File: config.mk
export PLATFORM = sky130hd
export DESIGN_NAME = wb_arbiter
export DESIGN_NICKNAME = d
export VERILOG_FILES = /design/src/rtl/wb_pkg.sv /design/src/rtl/wb_rr_picker.sv /design/src/rtl/wb_arbiter.sv
export SDC_FILE = /design/constraint.sdc
export NUM_CORES = 1
export LEC_CHECK = 0
export BUFFER_PORTS_ARGS = -buffer_cell sky130_fd_sc_hd__buf_2
export CAP_MARGIN = 40
export CORE_MARGIN = 1
export CORE_UTILIZATION = 50
export CTS_CLUSTER_DIAMETER = 120
export DETAILED_ROUTE_END_ITERATION = 10
export PLACE_DENSITY = 0.93
export SLEW_MARGIN = 20
export SYNTH_ARGS = -nofsm -noshare
export SYNTH_HDL_FRONTEND = slang
export SYNTH_SLANG_ARGS = --single-unit
export TNS_END_PERCENT = 10
File: constraint.sdc
create_clock -name clock -period 6.95 [get_ports clock]
set_clock_uncertainty 0.2 [all_clocks]
set_input_delay 1.39 -clock clock [delete_from_list [all_inputs] [get_ports clock]]
set_output_delay 1.39 -clock clock [all_outputs]
set_load 0.05 [all_outputs]
File: src/rtl/wb_pkg.sv
// Shared writeback-arbiter definitions: unit encodings, request record, picker helpers.
package wb_pkg;

    localparam int NUM_UNITS = 3;

    localparam logic [1:0] UNIT_AM   = 2'b00;
    localparam logic [1:0] UNIT_MEM  = 2'b01;
    localparam logic [1:0] UNIT_MUL  = 2'b10;
    localparam logic [1:0] UNIT_NONE = 2'b11;

    typedef struct packed {
        logic        writereg;
        logic [4:0]  regdest;
        logic [31:0] data;
    } wb_req_t;

    // Unit visited at search position ofs, counting up (or down when rev) from base, mod 3.
    function automatic logic [1:0] unit_at(input logic [1:0] base, input logic [1:0] ofs,
                                           input logic rev);
        logic [2:0] b;
        logic [2:0] s;
        b = (base > UNIT_MUL) ? 3'd0 : {1'b0, base};
        if (rev) s = b + 3'd3 - {1'b0, ofs};
        else     s = b + {1'b0, ofs};
        if (s >= 3'd3) s = s - 3'd3;
        return s[1:0];
    endfunction

    function automatic logic [1:0] next_unit(input logic [1:0] u);
        return (u >= UNIT_MUL) ? UNIT_AM : u + 2'd1;
    endfunction

endpackage

File: src/rtl/wb_rr_picker.sv
// Combinational 3-way picker: first requester found searching from base (upward, or downward
// when REVERSE). Returns a one-hot grant and its index, UNIT_NONE when nothing requests.
module wb_rr_picker
    import wb_pkg::*;
#(
    parameter bit REVERSE = 1'b0
) (
    input  logic [NUM_UNITS-1:0] req,
    input  logic [1:0]           base,
    output logic [NUM_UNITS-1:0] gnt,
    output logic [1:0]           idx
);

    logic [1:0] cand [NUM_UNITS];
    logic [3:0] req_ext;
    logic [3:0] gnt_ext;

    for (genvar g = 0; g < NUM_UNITS; g++) begin : g_cand
        assign cand[g] = unit_at(base, 2'(g), REVERSE);
    end

    assign req_ext = {1'b0, req};

    always_comb begin
        idx = UNIT_NONE;
        // Walk from the lowest priority up so the earliest match overwrites later ones.
        for (int i = NUM_UNITS - 1; i >= 0; i--) begin
            if (req_ext[cand[i]]) idx = cand[i];
        end
    end

    assign gnt_ext = 4'b0001 << idx;
    assign gnt     = gnt_ext[NUM_UNITS-1:0];

endmodule

File: src/rtl/wb_arbiter.sv
// Writeback arbiter: one ARF write per cycle, registered one cycle after the grant; non-writing
// completions retire freely. Round-robin with WB_ARB_RR_EN, fixed MUL > MEM > AM otherwise.
module wb_arbiter
    import wb_pkg::*;
#(
    parameter int CNT_W = 16
) (
    input  logic             clock,
    input  logic             reset,
    input  logic             am_wb_valid,
    input  logic             mem_wb_valid,
    input  logic             mul_wb_valid,
    input  logic [4:0]       am_wb_regdest,
    input  logic [4:0]       mem_wb_regdest,
    input  logic [4:0]       mul_wb_regdest,
    input  logic [31:0]      am_wb_data,
    input  logic [31:0]      mem_wb_data,
    input  logic [31:0]      mul_wb_data,
    input  logic             am_wb_writereg,
    input  logic             mem_wb_writereg,
    input  logic             mul_wb_writereg,
    output logic             wb_am_ready,
    output logic             wb_mem_ready,
    output logic             wb_mul_ready,
    input  logic             wb_hold,
    output logic [4:0]       wb_reg_addr,
    output logic [31:0]      wb_reg_data,
    output logic             wb_reg_write,
    output logic [4:0]       wb_sb_addr,
    output logic             wb_sb_clear,
    output logic [CNT_W-1:0] wb_am_count,
    output logic [CNT_W-1:0] wb_mem_count,
    output logic [CNT_W-1:0] wb_mul_count,
    output logic             wb_idle
);

    wb_req_t              req [NUM_UNITS];
    logic [NUM_UNITS-1:0] vld;
    logic [NUM_UNITS-1:0] wreq;
    logic [NUM_UNITS-1:0] nreq;
    logic [NUM_UNITS-1:0] gnt;
    logic [NUM_UNITS-1:0] rdy;
    logic [1:0]           gnt_idx;
    logic [1:0]           pick_base;
    logic                 accept;
    logic                 grant_any;

    logic                 reg_write_q, reg_write_d;
    logic [4:0]           reg_addr_q,  reg_addr_d;
    logic [31:0]          reg_data_q,  reg_data_d;
    logic [CNT_W-1:0]     cnt_q [NUM_UNITS];
    logic [CNT_W-1:0]     cnt_d [NUM_UNITS];

    assign vld    = {mul_wb_valid, mem_wb_valid, am_wb_valid};
    assign req[0] = '{writereg: am_wb_writereg,  regdest: am_wb_regdest,  data: am_wb_data};
    assign req[1] = '{writereg: mem_wb_writereg, regdest: mem_wb_regdest, data: mem_wb_data};
    assign req[2] = '{writereg: mul_wb_writereg, regdest: mul_wb_regdest, data: mul_wb_data};

    always_comb begin
        for (int k = 0; k < NUM_UNITS; k++) begin
            wreq[k] = vld[k] & req[k].writereg & (req[k].regdest != 5'd0);
            nreq[k] = vld[k] & ~wreq[k];
        end
    end

`ifdef WB_ARB_RR_EN
    localparam bit PICK_REV = 1'b0;
    logic [1:0] rr_ptr_q, rr_ptr_d;

    assign pick_base = rr_ptr_q;
    assign rr_ptr_d  = grant_any ? next_unit(gnt_idx) : rr_ptr_q;

    always_ff @(posedge clock) begin
        if (reset) rr_ptr_q <= UNIT_AM;
        else       rr_ptr_q <= rr_ptr_d;
    end
`else
    // Downward search from MUL yields MUL > MEM > AM.
    localparam bit PICK_REV = 1'b1;
    assign pick_base = UNIT_MUL;
`endif

    wb_rr_picker #(.REVERSE(PICK_REV)) u_picker (
        .req  (wreq),
        .base (pick_base),
        .gnt  (gnt),
        .idx  (gnt_idx)
    );

    assign accept    = ~reset & ~wb_hold;
    assign rdy       = {NUM_UNITS{accept}} & (nreq | gnt);
    assign grant_any = accept & (|gnt);

    always_comb begin
        reg_write_d = grant_any;
        reg_addr_d  = reg_addr_q;
        reg_data_d  = reg_data_q;
        if (grant_any) begin
            case (gnt_idx)
                UNIT_AM:  begin reg_addr_d = req[0].regdest; reg_data_d = req[0].data; end
                UNIT_MEM: begin reg_addr_d = req[1].regdest; reg_data_d = req[1].data; end
                UNIT_MUL: begin reg_addr_d = req[2].regdest; reg_data_d = req[2].data; end
                default:  ;
            endcase
        end
        for (int k = 0; k < NUM_UNITS; k++) begin
            cnt_d[k] = cnt_q[k] + CNT_W'(rdy[k]);
        end
    end

    always_ff @(posedge clock) begin
        if (reset) begin
            reg_write_q <= 1'b0;
            reg_addr_q  <= 5'd0;
            reg_data_q  <= 32'd0;
            for (int k = 0; k < NUM_UNITS; k++) cnt_q[k] <= '0;
        end else begin
            reg_write_q <= reg_write_d;
            reg_addr_q  <= reg_addr_d;
            reg_data_q  <= reg_data_d;
            for (int k = 0; k < NUM_UNITS; k++) cnt_q[k] <= cnt_d[k];
        end
    end

    assign wb_am_ready  = rdy[0];
    assign wb_mem_ready = rdy[1];
    assign wb_mul_ready = rdy[2];
    assign wb_reg_write = reg_write_q;
    assign wb_sb_clear  = reg_write_q;
    assign wb_reg_addr  = reg_addr_q;
    assign wb_sb_addr   = reg_addr_q;
    assign wb_reg_data  = reg_data_q;
    assign wb_am_count  = cnt_q[0];
    assign wb_mem_count = cnt_q[1];
    assign wb_mul_count = cnt_q[2];
    assign wb_idle      = ~(|vld) & ~reg_write_q;

endmodule

* Word-level counts from Yosys, hierarchy flattened
Memory sizes are Yosys's and may differ from the RTL's.
Index checks and enable logic that the tools add are counted.
** Word-level totals
- Word-level logic and storage cells :: 53
- Bits of input ports :: 120
- Memories :: 1
- Memory bits (writable) :: 48
- Register bits after elaboration :: 38
- Output and inout bits :: 96
** Cells by class
- Bitwise operators :: 24
- Reductions and logical operators :: 8
- Mux-type cells :: 11
- Shift-type cells :: 1
- Equal/unequal tests :: 2
- Add/sub/neg operators :: 3
** Memories
- cnt_q :: depth 3, bits a word 16, rd ports 3, clocked after Yosys merged registers in 0, write ports 3, RTL line wb_arbiter.sv:51 : logic [CNT_W-1:0] cnt_q [NUM_UNITS];
** Operators with widths (number)
- one-hot mux 32 bit (3 select lines) :: 1
- adder 16 x 1 -> 16 bit :: 3
- 2-to-1 mux 16 bit :: 3
- one-hot mux 5 bit (3 select lines) :: 1
- nonzero test 5 bit :: 3
- bitwise AND 1 bit :: 12
- inverter 1 bit :: 7
- 2-to-1 mux 2 bit :: 3
- OR reduction 3 bit :: 2
- bitwise AND 3 bit :: 1
- 2-to-1 mux 1 bit :: 3
- bitwise OR 1 bit :: 3
- bitwise OR 3 bit :: 1
- nonzero test 3 bit :: 1
- left shift 1 x 2 -> 3 bit (first input constant) :: 1
- == test 2 x 1 -> 1 bit (second input constant) :: 1
- == test 2 bit (second input constant) :: 1
- logical NOT 2 bit :: 1
- AND reduction 2 bit :: 1

* Longest topological paths before layout
- Depth after elaboration :: 10
- Depth in mapped cells :: 15
- Mapped depth without buffers :: 13

* Hierarchy
A second synthesis with hierarchy kept.
** Second synthesis, totals
- Cell total of the unflattened synthesis :: 554
- Area, all modules :: 4571.9 um2
** By module, submodules not included
- wb_arbiter :: cells each 522, seq. area each 1721.7 um2, instances 1, area an instance 4351.7 um2
- wb_rr_picker :: cells each 32, seq. area each 0.0 um2, instances 1, area an instance 220.2 um2

* Worst setup path after synthesis
OpenSTA, ideal clock, no wires.
- Path type :: input to output
- From :: in mem_wb_regdest[3]
- To :: out wb_mul_ready
- Path buffers :: 2
- Stages on the path :: 9
- Path slack :: 1.089 ns
- Arrival time :: 4.271 ns
- Data required time :: 5.360 ns
- Path through :: or4_1 o21ai_0 nor2_1 o21ai_0 ha_1 buf_2 buf_1 a21oi_1 nor3_1
** On the way
- Cells in the longest elaborated chain, start to end :: 7
** Ends and longest elaborated chain
- start: declaration :: RTL line wb_arbiter.sv:14 : input logic [4:0] mem_wb_regdest,
- nonzero test 5 bit :: RTL line wb_arbiter.sv:61 : wreq[k] = vld[k] & req[k].writereg & (req[k].regdest != 5'd0);
- bitwise AND 1 bit :: RTL line wb_arbiter.sv:61
- 2-to-1 mux 2 bit (2 in series) :: RTL line wb_rr_picker.sv:28 : if (req_ext[cand[i]]) idx = cand[i];
- left shift 1 x 2 -> 3 bit :: RTL line wb_rr_picker.sv:32 : assign gnt_ext = 4'b0001 << idx;
- bitwise OR 3 bit :: RTL line wb_arbiter.sv:91 : assign rdy = {NUM_UNITS{accept}} & (nreq | gnt);
- bitwise AND 3 bit :: RTL line wb_arbiter.sv:91
- end: declaration :: RTL line wb_arbiter.sv:24 : output logic wb_mul_ready,
Every way passes these cells.

* Worst setup path after layout
- From :: in mul_wb_regdest[1]
- To :: out wb_mem_ready
** On the way
- Cells in the longest elaborated chain, start to end :: 6
** Ends and longest elaborated chain
- start: declaration :: RTL line wb_arbiter.sv:15 : input logic [4:0] mul_wb_regdest,
- nonzero test 5 bit :: RTL line wb_arbiter.sv:61
- bitwise AND 1 bit :: RTL line wb_arbiter.sv:61
- 2-to-1 mux 2 bit :: RTL line wb_rr_picker.sv:28
- left shift 1 x 2 -> 3 bit :: RTL line wb_rr_picker.sv:32
- bitwise OR 3 bit :: RTL line wb_arbiter.sv:91
- bitwise AND 3 bit :: RTL line wb_arbiter.sv:91
- end: declaration :: RTL line wb_arbiter.sv:23 : output logic wb_mem_ready,
Every way passes these cells.

==> key figures <==
Worst setup path
  • Startpoint types: primary input
  • CP Max Fanout: 38
  • Crit end category: output pin
  • Worst Path Arrival: 3.80 ns
  • Critical Path RT: 5.36 ns
  • Crit Path Class: in -> out

STA
  • Max-slew violations: 0
  • Setup TNS: 0 ns
  • Hold slack: 0.294 ns
  • # setup viols final: 0
  • RSZ-0062 raised after global routing: no
  • Fin. Hold Viols: 0
  • Max Freq: 185 MHz
  • Worst slew pin tran: 0.651 ns
  • Relative slew slack: 56.6%
  • Fin crit share: 77.6%
  • Period minus WS final: 5.39 ns

Global route
  • Vias in the first global route: 4,075
  • GRT Overall Usage: 26.5%
  • Overflow left after global routing: 0
  • Initial antenna violation count: 2
  • First-pass GRT wire length: 18,700 um
  • Pin count of the biggest net entering global routing: 73

Final layout
  • Reg area: 0.00172 sq mm
  • Filler Cell Count: 699
  • Commonest non-fill, non-tap cell in the layout: buf_2
  • Final Non-Filler Cells: 819
  • Multi-input gate area: 0.00234 sq mm
  • Final core occ: 67.2%
  • Final instance area: 0.00555 sq mm
  • Share of layout cells above drive strength 1: 34.8%
  • Area grow syn2layout: 30.0%
  • Fin nets: 837
  • Commonest non-fill, non-tap cells in the layout: 215 x buf_2, 86 x dfxtp_1, 77 x nor2_1

Floorplanning
  • Die ar.: 0.00891 sq mm
  • Core Area: 0.00826 sq mm
  • IO Pins: 216
  • Chip Height: 94.4 um
  • Initial Util: 51.7%
  • Die W: 94.4 um
  • # rows: 33

Pwr
  • IR drop worst, VDD: 0.114 mV
  • Sw frac: 34.1%
  • Sequential power share: 47.2%
  • Leakage power: 2.53 nW
  • Logic pwr share: 23.7%
  • Int Power: 0.000730 W
  • Clock share of power: 29.1%
  • PD cells: 200 mW/mm^2
  • Switching pwr: 0.000378 W

Placement
  • Placed Cells: 801
  • Post-DP HPWL: 9070 um
  • Dpl cell area: 0.00537 sq mm
  • Port Buf Inserts: 215
  • Routability Congestion: 0.817

Synthesis
  • Syn Nets: 647
  • Synth warnings: 0
  • Register area share after synthesis: 40.3%
  • Commonest register cell after synthesis: dfxtp_1
  • Yosys reg bits: 86
  • Synthesized area: 0.00427 sq mm
  • Ys async rst share: 0%
  • Syn avg cell area: 8.26 sq um
  • Cell variety after synth: 38
  • Number of flops mapped to enable cells by yosys: 0
  • Cells after synthesis: 517

Detailed routing
  • Post-route antenna net violation count: 0
  • Avg WL per Cell: 14.6 um
  • Drt pass-1 iters: 5
  • Post-route DRC violation count: 0
  • WL final: 12,000 um
  • Via count: 4,523
  • Vias per cell: 5.52
  • DR iter-0 viols: 163

Clock network
  • Clock-pin transition on the worst setup and hold timing paths: 0.08 ns
  • Setup bufs post-CTS: 0
  • Clock latency on the worst-skew pair: 0.34 ns
  • Post-CTS resize count: 0
  • CTS Sinks: 86
  • TritonCTS clock tree: built
  • Htree depth: 3
  • Longest Clk Path Bufs: 2
  • Cts bufs inserted: 9
  • Clk root buf: clkbuf_8
  • Hold buffers post-CTS: 0

Run
  • Max Cap Violations: 0

Status
  • Status: finished, final reports clean

Worst hold path
  • Hold Path Class: reg -> reg
## stage by stage
stage,setup slack [ns],total power (W)
5_1_grt,1.39,0.00116
3_3_place_gp,1.66,0.000782
3_5_place_dp,1.56,0.000795
4_1_cts,1.55,0.00112
6_report,1.56,0.00111
2_1_floorplan,1.09,0.000714
## state kept, by name, summed over array words and instances (netlist names)
register and count:
cnt_q 48, wb_reg_data 32, wb_reg_addr 5, wb_reg_write 1
## final cells by class
cell class | instances | share of cell area, %
diodes | 2 | 0.0902
flip-flops and latches | 86 | 31.0
clock inverters | 7 | 0.992
well taps | 105 | 2.37
clock buffers | 9 | 2.23
inverters | 7 | 0.473
multi-input cells | 383 | 42.2
repair buffers | 220 | 20.6
## final timing paths
| kind | slack [ns] | depth (start not counted) | startpoint | end |
|---|---|---|---|---|
| hold reg to reg | 0.29 | 2 | wb_reg_data[0] | wb_reg_data[0] |
| setup reg to reg | 5.11 | 5 | cnt_q[0][32] | cnt_q[0][45] |
| hold / removal | 0.29 | 2 | wb_reg_data[0] | wb_reg_data[0] |
| setup / recovery | 1.56 | 9 | mul_wb_regdest[1] | wb_mem_ready |
## kinds of logic (layout without fill, tap and decap cells)
kind of cell / after synthesis / after routing / synth area share (%)
buffers and inverters: 48 / 243 / 4.89
muxes: 3 / 3 / 0.791
xor gates and xnor gates: 32 / 32 / 6.57
DFF: 86 / 86 / 40.3
AOI/OAI and AO/OA: 136 / 136 / 18.4
and+or+nand+nor: 202 / 202 / 26.1
other: 0 / 2 / 0
adders and majority gates: 10 / 10 / 2.93
## synthesized netlist by cell type (8+ instances only)
cell	n	area, sq um
nand4_1	10	62.6
nor2b_1	9	56.3
buf_1	8	30.0
xnor2_1	15	131
dfxtp_1	86	1720
clkbuf_1	24	90.1
nor2_1	77	289
nand3_1	19	95.1
xor2_1	17	149
o21ai_0	46	230
ha_1	10	125
nand2_1	11	41.3
nand3b_1	37	278
a21oi_1	47	235
a22oi_1	37	278
nor3_1	8	40.0
## critical path, cell delays in order
cell	delay [ns]
buf_2	0.11
or4_1	0.54
o211ai_1	0.29
and2_1	0.21
ha_1	0.15
buf_4	0.36
a21oi_1	0.11
nor3_1	0.30
buf_2	0.33
## power by group through the flow
stage	clock network [W]	logic, W	registers, W
2_1_floorplan	0	0.000114	0.000600
3_3_place_gp	0	0.000249	0.000533
3_5_place_dp	0	0.000261	0.000535
4_1_cts	0.000333	0.000261	0.000523
5_1_grt	0.000356	0.000283	0.000526
6_report	0.000323	0.000262	0.000523
## layer usage
metal / vias to the layer above / share of wire [%] / GRT usage (%)
li1: 2225 / - / -
met1: 2086 / 40 / 30.3
met2: 187 / 51 / 47.4
met3: 25 / 6.3 / 6.20
met4: 0 / 2.7 / 10.5
met5: - / 0 / 0
(Power assumes the default switching activity.)
